--- src/rtl/lvds_frame_sched.sv ---
// Transmit scheduler for the serial LVDS uplink: arbitrates digital-change and
// heartbeat requests, frames each grant as a 16-bit word and shifts it out MSB first.
module lvds_frame_sched #(
  parameter int BIT_DIV          = 4,
  parameter int HEARTBEAT_PERIOD = 16000,
  parameter int GAP_BITS         = 2
) (
  input  logic       CLK,
  input  logic       RESET,
  input  logic [7:0] D_IN,
  output logic       TX_DATA,
  output logic       TX_FRAME,
  output logic       BUSY,
  output logic [7:0] DROP_CNT,
  output logic [1:0] FSM_STATE
);

  localparam int DIV_W   = (BIT_DIV > 1) ? $clog2(BIT_DIV) : 1;
  localparam int HB_W    = $clog2(HEARTBEAT_PERIOD);
  localparam int GAP_CYC = GAP_BITS * BIT_DIV;
  localparam int GAP_W   = (GAP_CYC > 1) ? $clog2(GAP_CYC) : 1;

  localparam logic [1:0] ST_IDLE  = 2'd0;
  localparam logic [1:0] ST_SHIFT = 2'd1;
  localparam logic [1:0] ST_GAP   = 2'd2;

  logic [1:0]       state;
  logic [7:0]       din_meta;
  logic [7:0]       din_s;
  logic [7:0]       din_last;
  logic [7:0]       dig_payload;
  logic             pend_dig;
  logic             pend_hb;
  logic             last_grant_hb;
  logic [5:0]       seq;
  logic [7:0]       drop_cnt;
  logic [HB_W-1:0]  hb_cnt;
  logic [15:0]      shreg;
  logic [DIV_W-1:0] div_cnt;
  logic [3:0]       bit_cnt;
  logic [GAP_W-1:0] gap_cnt;

  logic        din_change;
  logic        hb_tick;
  logic        grant_any;
  logic        grant_dig;
  logic        grant_hb;
  logic [15:0] frame_word;

  assign din_change = (din_s != din_last);
  assign hb_tick    = (hb_cnt == HB_W'(HEARTBEAT_PERIOD - 1));
  assign grant_any  = (state == ST_IDLE) && (pend_dig || pend_hb);
  // On a tie the type that did not win last time goes next.
  assign grant_dig  = grant_any && pend_dig && (!pend_hb || last_grant_hb);
  assign grant_hb   = grant_any && !grant_dig;
  assign frame_word = grant_dig ? {2'b01, seq, dig_payload} : {2'b10, seq, din_s};

  // TX_FRAME is a valid-only strobe: the lane driver has no ready, so every
  // cycle with TX_FRAME high carries a frame bit on TX_DATA and is consumed.
  assign TX_FRAME  = (state == ST_SHIFT);
  assign TX_DATA   = TX_FRAME & shreg[15];
  assign BUSY      = (state != ST_IDLE);
  assign DROP_CNT  = drop_cnt;
  assign FSM_STATE = state;

  always_ff @(posedge CLK or posedge RESET) begin
    if (RESET) begin
      din_meta <= 8'h00;
      din_s    <= 8'h00;
    end else begin
      din_meta <= D_IN;
      din_s    <= din_meta;
    end
  end

  always_ff @(posedge CLK or posedge RESET) begin
    if (RESET) begin
      hb_cnt      <= '0;
      din_last    <= 8'h00;
      dig_payload <= 8'h00;
      pend_dig    <= 1'b0;
      pend_hb     <= 1'b0;
      drop_cnt    <= 8'h00;
    end else begin
      hb_cnt <= hb_tick ? '0 : hb_cnt + HB_W'(1);
      if (din_change) begin
        din_last    <= din_s;
        dig_payload <= din_s;
      end
      // A change landing on the grant edge refills the flag without a drop.
      if (din_change && pend_dig && !grant_dig && (drop_cnt != 8'hFF))
        drop_cnt <= drop_cnt + 8'd1;
      if (din_change)
        pend_dig <= 1'b1;
      else if (grant_dig)
        pend_dig <= 1'b0;
      if (hb_tick)
        pend_hb <= 1'b1;
      else if (grant_hb)
        pend_hb <= 1'b0;
    end
  end

  always_ff @(posedge CLK or posedge RESET) begin
    if (RESET) begin
      state         <= ST_IDLE;
      shreg         <= 16'h0000;
      seq           <= 6'd0;
      last_grant_hb <= 1'b1;
      div_cnt       <= '0;
      bit_cnt       <= 4'd0;
      gap_cnt       <= '0;
    end else begin
      case (state)
        ST_IDLE: begin
          if (grant_any) begin
            shreg         <= frame_word;
            seq           <= seq + 6'd1;
            last_grant_hb <= grant_hb;
            div_cnt       <= '0;
            bit_cnt       <= 4'd0;
            state         <= ST_SHIFT;
          end
        end
        ST_SHIFT: begin
          if (div_cnt == DIV_W'(BIT_DIV - 1)) begin
            div_cnt <= '0;
            if (bit_cnt == 4'd15) begin
              gap_cnt <= '0;
              state   <= ST_GAP;
            end else begin
              bit_cnt <= bit_cnt + 4'd1;
              shreg   <= {shreg[14:0], 1'b0};
            end
          end else begin
            div_cnt <= div_cnt + DIV_W'(1);
          end
        end
        ST_GAP: begin
          if (gap_cnt == GAP_W'(GAP_CYC - 1))
            state <= ST_IDLE;
          else
            gap_cnt <= gap_cnt + GAP_W'(1);
        end
        default: state <= ST_IDLE;
      endcase
    end
  end

endmodule

--- config.mk ---
export PLATFORM = sky130hd
export DESIGN_NAME = lvds_frame_sched
export DESIGN_NICKNAME = d
export VERILOG_FILES = /design/src/rtl/lvds_frame_sched.sv
export SDC_FILE = /design/constraint.sdc
export NUM_CORES = 1
export LEC_CHECK = 0
export ABC_AREA = 1
export BUFFER_PORTS_ARGS = -buffer_cell sky130_fd_sc_hd__buf_2
export CAP_MARGIN = 15
export CELL_PAD_IN_SITES_DETAIL_PLACEMENT = 0
export CELL_PAD_IN_SITES_GLOBAL_PLACEMENT = 1
export CORE_MARGIN = 2
export CORE_UTILIZATION = 46
export CTS_CLUSTER_SIZE = 12
export DETAILED_ROUTE_END_ITERATION = 16
export MAX_ROUTING_LAYER = met4
export PLACE_DENSITY_LB_ADDON = 0.1
export SLEW_MARGIN = 20
export SYNTH_ARGS = -nofsm -noshare
export SYNTH_HDL_FRONTEND = slang
export SYNTH_SLANG_ARGS = --single-unit
--- constraint.sdc ---
create_clock -name CLK -period 3 [get_ports CLK]
set_input_delay 0.45 -clock CLK [delete_from_list [all_inputs] [get_ports CLK]]
set_output_delay 0.45 -clock CLK [all_outputs]
set_load 0.01 [all_outputs]
# Word level (Yosys, flattened, before mapping)
# Cells that the tools add are included.
op_classes:
  add_sub_neg: 6
  eq_ne: 14
  mux: 26
  n_bitwise: 1
  n_reduce_logical: 22
ops:
  columns: ["cell", "n"]
  rows:
  - ["$mux 16", 4]
  - ["$pmux 16 s2", 1]
  - ["$add 14x1->14 const B", 1]
  - ["$eq 14x14->1 const B", 1]
  - ["$mux 14", 1]
  - ["$mux 2", 6]
  - ["$mux 4", 3]
  - ["$reduce_and 4->1", 3]
  - ["$reduce_bool 2->1", 5]
  - ["$mux 3", 3]
  - ["$add 8x1->8 const B", 1]
  - ["$ne 2x2->1 const B", 4]
  - ["$ne 8x8->1", 1]
  - ["$ne 8x8->1 const B", 1]
  - ["$pmux 4 s2", 1]
  - ["$logic_and 1x1->1", 7]
  - ["$add 6x1->6 const B", 1]
  - ["$pmux 2 s3", 1]
  - ["$pmux 3 s2", 1]
  - ["$add 4x1->4 const B", 1]
  - ["$eq 2x2->1 const B", 2]
  - ["$eq 4x4->1 const B", 1]
  - ["$mux 1", 4]
  - ["$ne 2x1->1 const B", 2]
  - ["other kinds (10)", 13]
totals:
  reg_bits: 82
  inputBits: 10
  out_inout_bits: 13
  wordCells: 83

# Depth between registers and ports, before layout
# Gate-level depths: netlist of run 1.
depth:
  ltp_word: 8
  ltp_mapped: 10

# Worst setup path before layout of run 1
# No wires, ideal clock.
synth_timing:
  path_kind: "flip-flop to output port"
  startpoint: "reg state[1] (netlist: FSM_STATE[1])"
  endpoint: "out TX_DATA"
  t_arrival_ps: 1007
  setup_slack_ps: 1543
  stages_incl_launch_ff: 5
  cell_sequence: "dfrtp_1 > inv_2 > nand2_2 > clkbuf_1 > nor2_1"
synth_between:
  elab_chain_cells: 2
synth_lines:
  columns: ["item", "line_no", "text"]
  rows:
  - ["start, declared", "27", "logic [1:0] state;"]
  - ["start signal, assigned", "106", "state <= ST_IDLE;"]
  - ["start signal, assigned", "122", "state <= ST_SHIFT;"]
  - ["start signal, assigned", "130", "state <= ST_GAP;"]
  - ["$eq 2x1->1", "60", "assign TX_FRAME = (state == ST_SHIFT);"]
  - ["$and 1x1->1", "61", "assign TX_DATA = TX_FRAME & shreg[15];"]
  - ["end, declared", "11", "output logic TX_DATA,"]
# Every way passes these cells.

# Worst setup path after layout of run 1
layout_timing:
  startpoint: "reg state[1] (netlist: FSM_STATE[1])"
  endpoint: "reg shreg[11]"
layout_between:
  elab_chain_cells: 4
layout_lines:
  columns: ["item", "line_no", "text"]
  rows:
  - ["$logic_not 2->1", "52, 114", null]
  - ["$logic_and 1x1->1", "52", "assign grant_any = (state == ST_IDLE) && (pend_dig || pend_hb);"]
  - ["$ne 2x2->1 (no source line)", null, null]
  - ["$reduce_and 4->1 (no source line)", null, null]
  - ["end signal, assigned", "117", "shreg <= frame_word;"]
  - ["end signal, assigned", "133", "shreg <= {shreg[14:0], 1'b0};"]
  - ["end, declared", "38", "logic [15:0] shreg;"]
# Several ways; a longest one is shown, not always the timed one.
# A chain may end at the register's enable or synchronous reset.

==> impl_metrics.py, run 1 <==
metrics = {
    "yosys": {
        "syn_area_um2": 3716,
        "synth-simple-area-share_pct": 24.58,
        "ys.flop_type": "dfrtp_1",
        "synth_top_cell_by_area": "dfrtp_1",
        "syn_nets": 445,
        "postSynthCellCount": 428,
        "synth.area.top_cells": "dfrtp_1 (55%), nand2_1 (12%), nand3_1 (5.1%)",
        "async_flop_share_pct": 100.0,
        "synth_compound_area_share_pct": 5.690,
        "synth_fa_ha_area_share_pct": 2.357,
        "postSynthAreaPerCell_um2": 8.682,
        "yosys.area.top_type_share_pct": 54.55,
        "synth_edf_count": 0,
        "ys_ff_latch": 82,
        "synth_top_family_by_area": "simple AND/OR/NAND/NOR gates",
        "synthMuxAreaShare_pct": 0.3030,
        "ys_types": 30,
        "seq_area_frac_synth_pct": 55.25,
        "ys_warn_count": 0,
        "synthXorXnorAreaFrac_pct": 4.949,
    },
    "global_route": {
        "grt_max_degree": 44,
        "grt_pass1_vias": 2721,
        "grt_util_all_layers_pct": 19.28,
        "grt_pass1_wl_mm": 12.68,
        "grt_overflow": 0,
        "antenna_found_initial": 0,
    },
    "critical_path": {
        "worstPathArrival_ns": 2.32,
        "reg2reg_depth": 8,
        "cp-end-kind": "register",
        "crit_path_start_kind": "register",
        "r2r_end": "shreg[11]",
        "reg2reg_slack_ns": 0.96,
        "required_ns": 3.27,
        "critPathMaxFanout": 25,
        "criticalPathCategory": "register to register",
        "r2r-start": "FSM_STATE[1]",
    },
    "worst_hold_path": {
        "hold_class": "primary input to asynchronous set/reset pin",
    },
    "sta": {
        "slew_violations": 0,
        "max-slew-margin-rel_pct": 51.73,
        "clock.fmax_mhz": 489.0,
        "timing.final.hold_violations": 0,
        "rsz0062_at_grt": "false",
        "worst_clock_skew_ns": 0.01059,
        "finalSetupViolCount": 0,
        "worst_slew_pin_slew_ns": 0.7232,
        "min_period_ns": 2.045,
        "min_period_over_period_pct": 68.17,
        "setup_tns_ns": 0,
    },
    "place": {
        "hpwl_mm": 4.925,
        "place_congestion": 0.8693,
        "io_buffers": 22,
        "place_area_um2": 3910,
    },
    "floorplanning": {
        "core-area_um2": 7767,
        "num_io_pins": 23,
        "dieHeight_um": 93.88,
        "row_count": 32,
        "start_util_pct": 47.84,
        "die_w_um": 93.88,
        "fp.dieArea_um2": 8813,
    },
    "clock_tree": {
        "insertion_delay_ns": 0.36,
        "h-tree-depth": 3,
        "root_buffer": "clkbuf_8",
        "post_cts_buffers": 0,
        "cts.hold.buffers_added": 0,
        "tritoncts": "built",
        "clkSlewWorstSetupHoldPaths_ns": 0.08,
        "cts_buffers": 9,
        "cts_buffer_depth": 2,
        "cts_sinks": 82,
        "cts_resized": 0,
    },
    "detailed_routing": {
        "drtPass1Iterations": 4,
        "routed_wl_mm": 7.037,
        "antenna_left": 0,
        "drtIter0Drc": 133,
        "via_per_inst": 4.860,
        "num_vias": 2702,
        "wl_per_cell_um": 12.66,
        "drc": 0,
    },
    "layout": {
        "syn2layout_area_growth_pct": 10.67,
        "stdcell_area_um2": 4113,
        "drive_gt1_share_pct": 11.89,
        "nNetsFinal": 467,
        "antenna_cells": 0,
    },
    "flow_run": {
        "drv_cap": 0,
    },
    "status": {
        "status": "complete, no violations",
    },
    "pwr": {
        "ir_drop_mv": 0.3939,
        "power_density_nw_per_um2": 722.9,
        "p_leak_nw": 2.011,
    },
}
sequential cells by signal, summed over array words and instances, names as in the netlist:
name,cells
shreg,16
hb_cnt,14
DROP_CNT,8
dig_payload,8
din_meta,8
din_s,8
seq,6
bit_cnt,4
gap_cnt,3
FSM_STATE,2
div_cnt,2
last_grant_hb,1
pend_dig,1
pend_hb,1
how the worst max path moves through the flow:
stage,from,slack (ns),cells after the start,end
finish,FSM_STATE[1],0.96,8,shreg[11]
global route,FSM_STATE[1],0.67,8,shreg[11]
CTS,FSM_STATE[1],0.94,8,shreg[5]
detailed placement,FSM_STATE[1],0.96,8,shreg[5]
global placement,FSM_STATE[1],1.09,8,shreg[5]
floorplan,RESET,0.44,1,DROP_CNT[0]
layout by cell type (no fill, tap or decap), types with 6 or more instances in the layout:
cell,count
o21ai_1,11
dfrtp_1,81
ha_1,7
clkbuf_8,11
nor3_1,6
xor2_1,11
buf_2,22
nand4_1,6
nand2_1,117
nand3_1,38
inv_1,44
nor2_1,43
xnor2_1,10
o21ai_0,17
per-stage QoR:
| stage | worst slack, ns | hold WS [ns] | total power [mW] | util [%] | std cells |
|---|---|---|---|---|---|
| after floorplan | 0.4432 | 0.3312 | 2.008 | - | 428 |
| after CTS | 0.9446 | 0.1730 | 3.019 | 52.95 | 556 |
| after global placement | 1.086 | 0.3345 | 2.164 | 50.34 | 541 |
| after global routing | 0.6734 | 0.1725 | 3.210 | 52.95 | 556 |
| final | 0.9550 | 0.1846 | 2.973 | 52.95 | 556 |
| after detailed placement | 0.9650 | 0.3364 | 2.188 | 50.34 | 541 |
final cells by class:
| class | count | area (um2) |
|---|---|---|
| sequential | 82 | 2053 |
| tap | 102 | 127.6 |
| timing repair buffer | 26 | 140.1 |
| fill | 750 | 3655 |
| clock inverter | 4 | 51.30 |
| clock buffer | 11 | 151.4 |
| multi-input combinational | 283 | 1408 |
| inverter | 48 | 181.4 |
cell usage after synthesis (2+ instances only):
library cell,count
nand2_1,117
dfrtp_1,81
inv_1,45
nor2_1,43
nand3_1,38
o21ai_0,17
o21ai_1,11
xor2_1,11
clkbuf_1,10
xnor2_1,10
ha_1,7
nand4_1,6
nor3_1,6
a21oi_1,4
buf_2,3
inv_2,3
buf_6,2
nand2_2,2
per-layer routing:
layer	global-route usage, %	vias to the layer above	share of wire (%)
li1	-	1387	-
met1	24.75	1259	49
met2	28.99	39	45
met3	5.377	17	3.2
met4	7.971	0	2.5
met5	-	-	0
power breakdown:
| part | internal [mW] | switching [mW] |
|---|---|---|
| logic | 0.293 | 0.385 |
| registers | 1.32 | 0.164 |
| clock network | 0.425 | 0.389 |
worst max-delay path, stage by stage (launching register included):
cell	delay (ns)
dfrtp_1	0.45
inv_2	0.09
nand2_2	0.34
nor2_1	0.15
nor2_2	0.17
nand2_2	0.21
inv_2	0.37
nand2_1	0.09
o21ai_1	0.09
logic make-up after synthesis:
family	count (synthesis)
muxes	1
AOI/OAI and AO/OA	37
and+or+nand+nor	217
buffers and inverters	63
adders and majority gates	7
xor gates and xnor gates	21
DFF	82
No activity file was read; power rests on OpenSTA's default activity.
==> inputs of run 2 (changes only) <==
--- a/config.mk
+++ b/config.mk
@@ -11,7 +11,7 @@
 export CELL_PAD_IN_SITES_DETAIL_PLACEMENT = 0
 export CELL_PAD_IN_SITES_GLOBAL_PLACEMENT = 1
 export CORE_MARGIN = 2
-export CORE_UTILIZATION = 46
+export CORE_UTILIZATION = 41
 export CTS_CLUSTER_SIZE = 12
 export DETAILED_ROUTE_END_ITERATION = 16
 export MAX_ROUTING_LAYER = met4
==> constraint.sdc (replaced) <==
create_clock -name CLK -period 1.7 [get_ports CLK]
set_input_delay 0.255 -clock CLK [delete_from_list [all_inputs] [get_ports CLK]]
set_output_delay 0.255 -clock CLK [all_outputs]
set_load 0.01 [all_outputs]
==> impl_metrics.py, run 2 (synthesis results as in run 1) <==
metrics = {
    "pwr": {
        "switching_share_pct": 33.30,
        "finalPower_mw": 5.172,
        "seq_power_share_pct": 50.5,
        "p_leak_nw": 2.068,
        "power_frac_clock_pct": 25.0,
        "ir_drop_mv": 0.5148,
        "combPwrFrac_pct": 24.6,
        "p_sw_mw": 1.722,
        "p_int_mw": 3.450,
        "power_density_nw_per_um2": 1210,
    },
    "critical_path": {
        "required_ns": 1.44,
        "critPathSlowestCell": "dfrtp_2",
        "worstPathArrival_ns": 1.33,
        "r2r-start": "bit_cnt[0]",
        "reg2reg_slack_ns": 0.20,
        "r2r_end": "shreg[11]",
        "crit_path_start_kind": "register",
        "path_cells": "inv_4 -> nand2_2 -> buf_6 -> nor2_1 -> buf_2",
        "critPathMaxFanout": 24,
        "criticalPathCategory": "register to output port",
        "cp-end-kind": "output port",
        "reg2reg_depth": 9,
        "max_stage_delay_ns": 0.45,
    },
    "place": {
        "hpwl_mm": 4.859,
        "io_buffers": 22,
        "place_inst": 554,
        "place_area_um2": 4010,
        "place_congestion": 0.7856,
    },
    "layout": {
        "antenna_cells": 0,
        "nNetsFinal": 482,
        "fill_cells": 860,
        "largest_register_ffs": 16,
        "layout_common_cells": "nand2_1 (117), dfrtp_1 (80), inv_1 (44)",
        "drive_gt1_share_pct": 13.62,
        "top_register": "shreg",
        "top_regs": "shreg x16, hb_cnt x14",
        "final_cells": 578,
        "stdcell_area_um2": 4273,
        "final_common_cell": "nand2_1",
        "syn2layout_area_growth_pct": 14.98,
    },
    "detailed_routing": {
        "antenna_left": 0,
        "routed_wl_mm": 6.972,
        "num_vias": 2722,
        "highest_layer": "met4",
        "drtIter0Drc": 127,
        "via_per_inst": 4.709,
        "wl_met1_mm": 3.608,
        "met2_length_mm": 3.094,
        "dr_wl_met3_um": 184,
        "wl_per_cell_um": 12.06,
        "drc": 0,
        "drtPass1Iterations": 5,
    },
    "status": {
        "status": "complete, no violations",
    },
    "sta": {
        "max-slew-margin-rel_pct": 68.70,
        "min_period_ns": 1.589,
        "worst_clock_skew_ns": 0.01187,
        "min_period_over_period_pct": 93.46,
        "worst_slew_pin_slew_ns": 0.4685,
        "rsz0062_at_grt": "false",
        "timing.final.hold_violations": 0,
        "setup_tns_ns": 0,
        "finalSetupViolCount": 0,
        "clock.fmax_mhz": 629.4,
        "slew_violations": 0,
    },
    "flow_run": {
        "drv_cap": 0,
    },
    "global_route": {
        "grt_overflow": 0,
        "grt_max_degree": 38,
        "grt_util_all_layers_pct": 16.01,
        "grt_pass1_vias": 2627,
        "antenna_found_initial": 0,
        "grt_pass1_wl_mm": 12.27,
    },
    "clock_tree": {
        "cts_buffer_depth": 2,
        "clkSlewWorstSetupHoldPaths_ns": 0.08,
        "insertion_delay_ns": 0.35,
        "cts_buffers": 9,
        "h-tree-depth": 3,
        "tritoncts": "built",
        "cts_sinks": 82,
        "root_buffer": "clkbuf_8",
    },
    "floorplanning": {
        "start_util_pct": 42.40,
        "row_count": 34,
        "die_w_um": 99.20,
        "core-area_um2": 8763,
        "num_io_pins": 23,
        "fp.dieArea_um2": 9841,
        "dieHeight_um": 99.20,
    },
    "worst_hold_path": {
        "holdPathEnd": "din_meta[7]",
        "hold_class": "primary input to register",
        "hold_depth": 1,
        "min-delay-start": "D_IN[7]",
    },
}
-- run 2: changes by cell type in the layout (fill, tap and decap cells not counted) --
cell | before | now
inv_2 | 3 | 2
inv_4 | 0 | 1
buf_12 | 0 | 3
clkinvlp_4 | 1 | 4
dfrtp_1 | 81 | 80
buf_6 | 0 | 1
bufinv_16 | 1 | 0
clkbuf_8 | 11 | 9
buf_4 | 4 | 8
dlygate4sd3_1 | 0 | 7
clkinv_2 | 2 | 1
inv_6 | 0 | 2
dfrtp_2 | 0 | 1
-- run 2: critical path: cells and delay by family (launching register included) --
kind	cells	cell delay (ns)
DFF	1	0.45
buffers and inverters	3	0.39
and+or+nand+nor	2	0.15
-- run 2: power by group through the flow --
stage               registers [mW]  clock network [mW]  logic (mW)
floorplan                     2.63                   0       0.917
global placement              2.64                   0        1.26
detailed placement            2.65                   0        1.28
CTS                           2.61                1.35        1.30
global route                  2.67                1.42        1.48
finish                        2.61                1.29        1.27
-- run 2: worst max-delay path by stage --
stage                 start  slack (ns)     endpoint
2_1_floorplan  FSM_STATE[0]        0.27       seq[1]
3_3_place_gp   FSM_STATE[1]        0.14  DROP_CNT[1]
3_5_place_dp   FSM_STATE[1]        0.15  DROP_CNT[6]
4_1_cts        FSM_STATE[1]        0.02      TX_DATA
5_1_grt        FSM_STATE[1]        0.03      TX_DATA
6_report       FSM_STATE[1]        0.11      TX_DATA
-- run 2: final cells by class --
type                       instances  area [um2]  share of cell area (%)
multi-input combinational        283        1408                   32.94
clock buffer                       9       123.9                   2.899
tap                              108       135.1                   3.163
timing repair buffer              41       311.5                   7.291
sequential                        82        2054                   48.08
clock inverter                     7       53.80                   1.259
inverter                          48       186.4                   4.363
-- run 2: metal layers --
metal  global-route usage (%)  vias to the layer above
met5                        -                        -
met4                    5.690                        0
met3                    2.811                        8
met2                    22.40                       34
met1                    23.51                     1263
li1                         -                     1417
-- run 2: timing repair --
item	in CTS	in global routing
hold buffers	7	0
endpoints found under the hold margin	23	0
setup endpoints to repair	1	1
gates resized for setup	1	2
setup buffers	1	0
-- run 2: through the flow --
| step | utilization (%) | setup WS (ns) | hold WS (ns) |
|---|---|---|---|
| floorplan | - | 0.2652 | 0.2864 |
| global placement | 45.76 | 0.1383 | 0.3041 |
| detailed placement | 45.76 | 0.1455 | 0.3073 |
| CTS | 48.69 | 0.02485 | 0.003387 |
| global route | 48.76 | 0.02595 | 0.007611 |
| finish | 48.76 | 0.1112 | 0.01859 |
==> inputs of run 3 (changes only) <==
--- a/config.mk
+++ b/config.mk
@@ -16,6 +16,7 @@
 export DETAILED_ROUTE_END_ITERATION = 16
 export MAX_ROUTING_LAYER = met4
 export PLACE_DENSITY_LB_ADDON = 0.1
+export REMOVE_ABC_BUFFERS = 1
 export SLEW_MARGIN = 20
 export SYNTH_ARGS = -nofsm -noshare
 export SYNTH_HDL_FRONTEND = slang
==> impl_metrics.py, run 3 (synthesis results as in run 1) <==
metrics = {
    "global_route": {
        "grt_util_all_layers_pct": 16.70,
        "grt_pass1_vias": 2744,
        "grt_pass1_wl_mm": 12.87,
        "grt_overflow": 0,
        "grt_max_degree": 28,
        "antenna_found_initial": 0,
    },
    "detailed_routing": {
        "drtPass1Iterations": 4,
        "antenna_left": 0,
        "routed_wl_mm": 7.205,
        "num_vias": 2738,
        "drc": 0,
        "wl_per_cell_um": 12.38,
        "drtIter0Drc": 110,
        "via_per_inst": 4.704,
    },
    "clock_tree": {
        "cts_sinks": 82,
        "clkSlewWorstSetupHoldPaths_ns": 0.09,
        "cts_buffers": 9,
        "insertion_delay_ns": 0.36,
        "root_buffer": "clkbuf_8",
        "h-tree-depth": 3,
        "tritoncts": "built",
        "cts_buffer_depth": 2,
        "post_cts_buffers": 0,
    },
    "layout": {
        "stdcell_area_um2": 4374,
        "syn2layout_area_growth_pct": 17.71,
        "top_regs": "shreg x16, hb_cnt x14",
        "drive_gt1_share_pct": 14.35,
        "final_cells": 582,
        "final_common_cell": "nand2_1",
        "layout_common_cells": "nand2_1 (117), dfrtp_1 (81), inv_1 (43), nor2_1 (43), nand3_1 (37)",
        "antenna_cells": 0,
        "nNetsFinal": 486,
        "largest_register_ffs": 16,
        "top_register": "shreg",
    },
    "worst_hold_path": {
        "hold_depth": 1,
        "hold_class": "primary input to register",
    },
    "floorplanning": {
        "num_io_pins": 23,
        "die_w_um": 99.20,
        "core-area_um2": 8763,
        "dieHeight_um": 99.20,
        "fp.dieArea_um2": 9841,
        "row_count": 34,
        "start_util_pct": 42.40,
    },
    "pwr": {
        "p_leak_nw": 2.124,
        "power_density_nw_per_um2": 1288,
        "ir_drop_mv": 0.7013,
        "finalPower_mw": 5.634,
    },
    "place": {
        "place_ws_ns": 0.1508,
        "io_buffers": 22,
        "hpwl_mm": 4.857,
        "place_area_um2": 4018,
        "place_inst": 557,
        "place_congestion": 0.7960,
    },
    "sta": {
        "rsz0062_at_grt": "false",
        "setup_ws_ns": 0.08492,
        "clock.fmax_mhz": 619.2,
        "slew_violations": 0,
        "min_period_ns": 1.615,
        "finalSetupViolCount": 0,
        "min_period_over_period_pct": 95.00,
        "setup_tns_ns": 0,
        "worst_slew_pin_slew_ns": 0.4627,
        "worst_clock_skew_ns": 0.01217,
        "max-slew-margin-rel_pct": 68.97,
        "timing.final.hold_violations": 0,
    },
    "critical_path": {
        "worstPathArrival_ns": 1.36,
        "critPathMaxFanout": 24,
        "reg2reg_depth": 4,
        "crit_path_start_kind": "register",
        "cp-end-kind": "output port",
        "reg2reg_slack_ns": 0.18,
        "required_ns": 1.44,
        "criticalPathCategory": "register to output port",
    },
    "flow_run": {
        "drv_cap": 0,
    },
    "status": {
        "status": "complete, no violations",
    },
}
## run 3: changes by cell type in the layout (fill, tap and decap cells not counted), moves of 2 or more
cell / previous run / this run
clkinvlp_4: 4 / 1
clkbuf_8: 9 / 11
inv_2: 2 / 4
inv_6: 2 / 0
buf_4: 8 / 11
bufinv_16: 0 / 3
## run 3: final timing paths
path	start	to
min	D_IN[5]	din_meta[5]
max	FSM_STATE[1]	TX_DATA
min in group asynchronous	RESET	DROP_CNT[3]
max in group asynchronous	RESET	DROP_CNT[6]
min reg2reg	din_meta[5]	din_s[5]
max reg2reg	FSM_STATE[1]	seq[1]
## run 3: report_power, final
part / internal [mW] / switching (mW)
registers: 2.32 / 0.281
logic: 0.581 / 0.690
clock network: 1.06 / 0.702
## run 3: metrics by stage
step                      util, %  hold slack (ns)
after floorplan                 -           0.2864
after global placement      45.85           0.2017
after detailed placement    45.85           0.2095
after CTS                   49.69         0.005665
after global routing        49.91         0.005704
final                       49.91          0.02246
## run 3: metal layers
metal	up-vias	wire [um]	global-route usage [%]
met5	-	0	-
met4	0	133	6.533
met3	10	252	3.514
met2	38	3168	24.64
met1	1260	3651	22.69
li1	1430	-	-
## run 3: repair_timing
item	in CTS	in global routing
gates cloned	0	1
pin swaps	0	1
hold buffers	8	0
gates resized for setup	1	4
setup endpoints to repair	1	13
hold endpoints to repair	18	0
## run 3: cell type report
type	count	area, um2
timing repair buffer	44	327.8
clock buffer	12	155.1
multi-input combinational	284	1424
clock inverter	4	97.59
fill	843	4389
inverter	48	181.4
sequential	82	2053
tap	108	135.1
## run 3: critical path, cell delays in order (launching register included)
cell,delay (ns)
dfrtp_1,0.44
inv_2,0.12
nand2_2,0.07
buf_8,0.16
nor2_1,0.08
buf_2,0.13
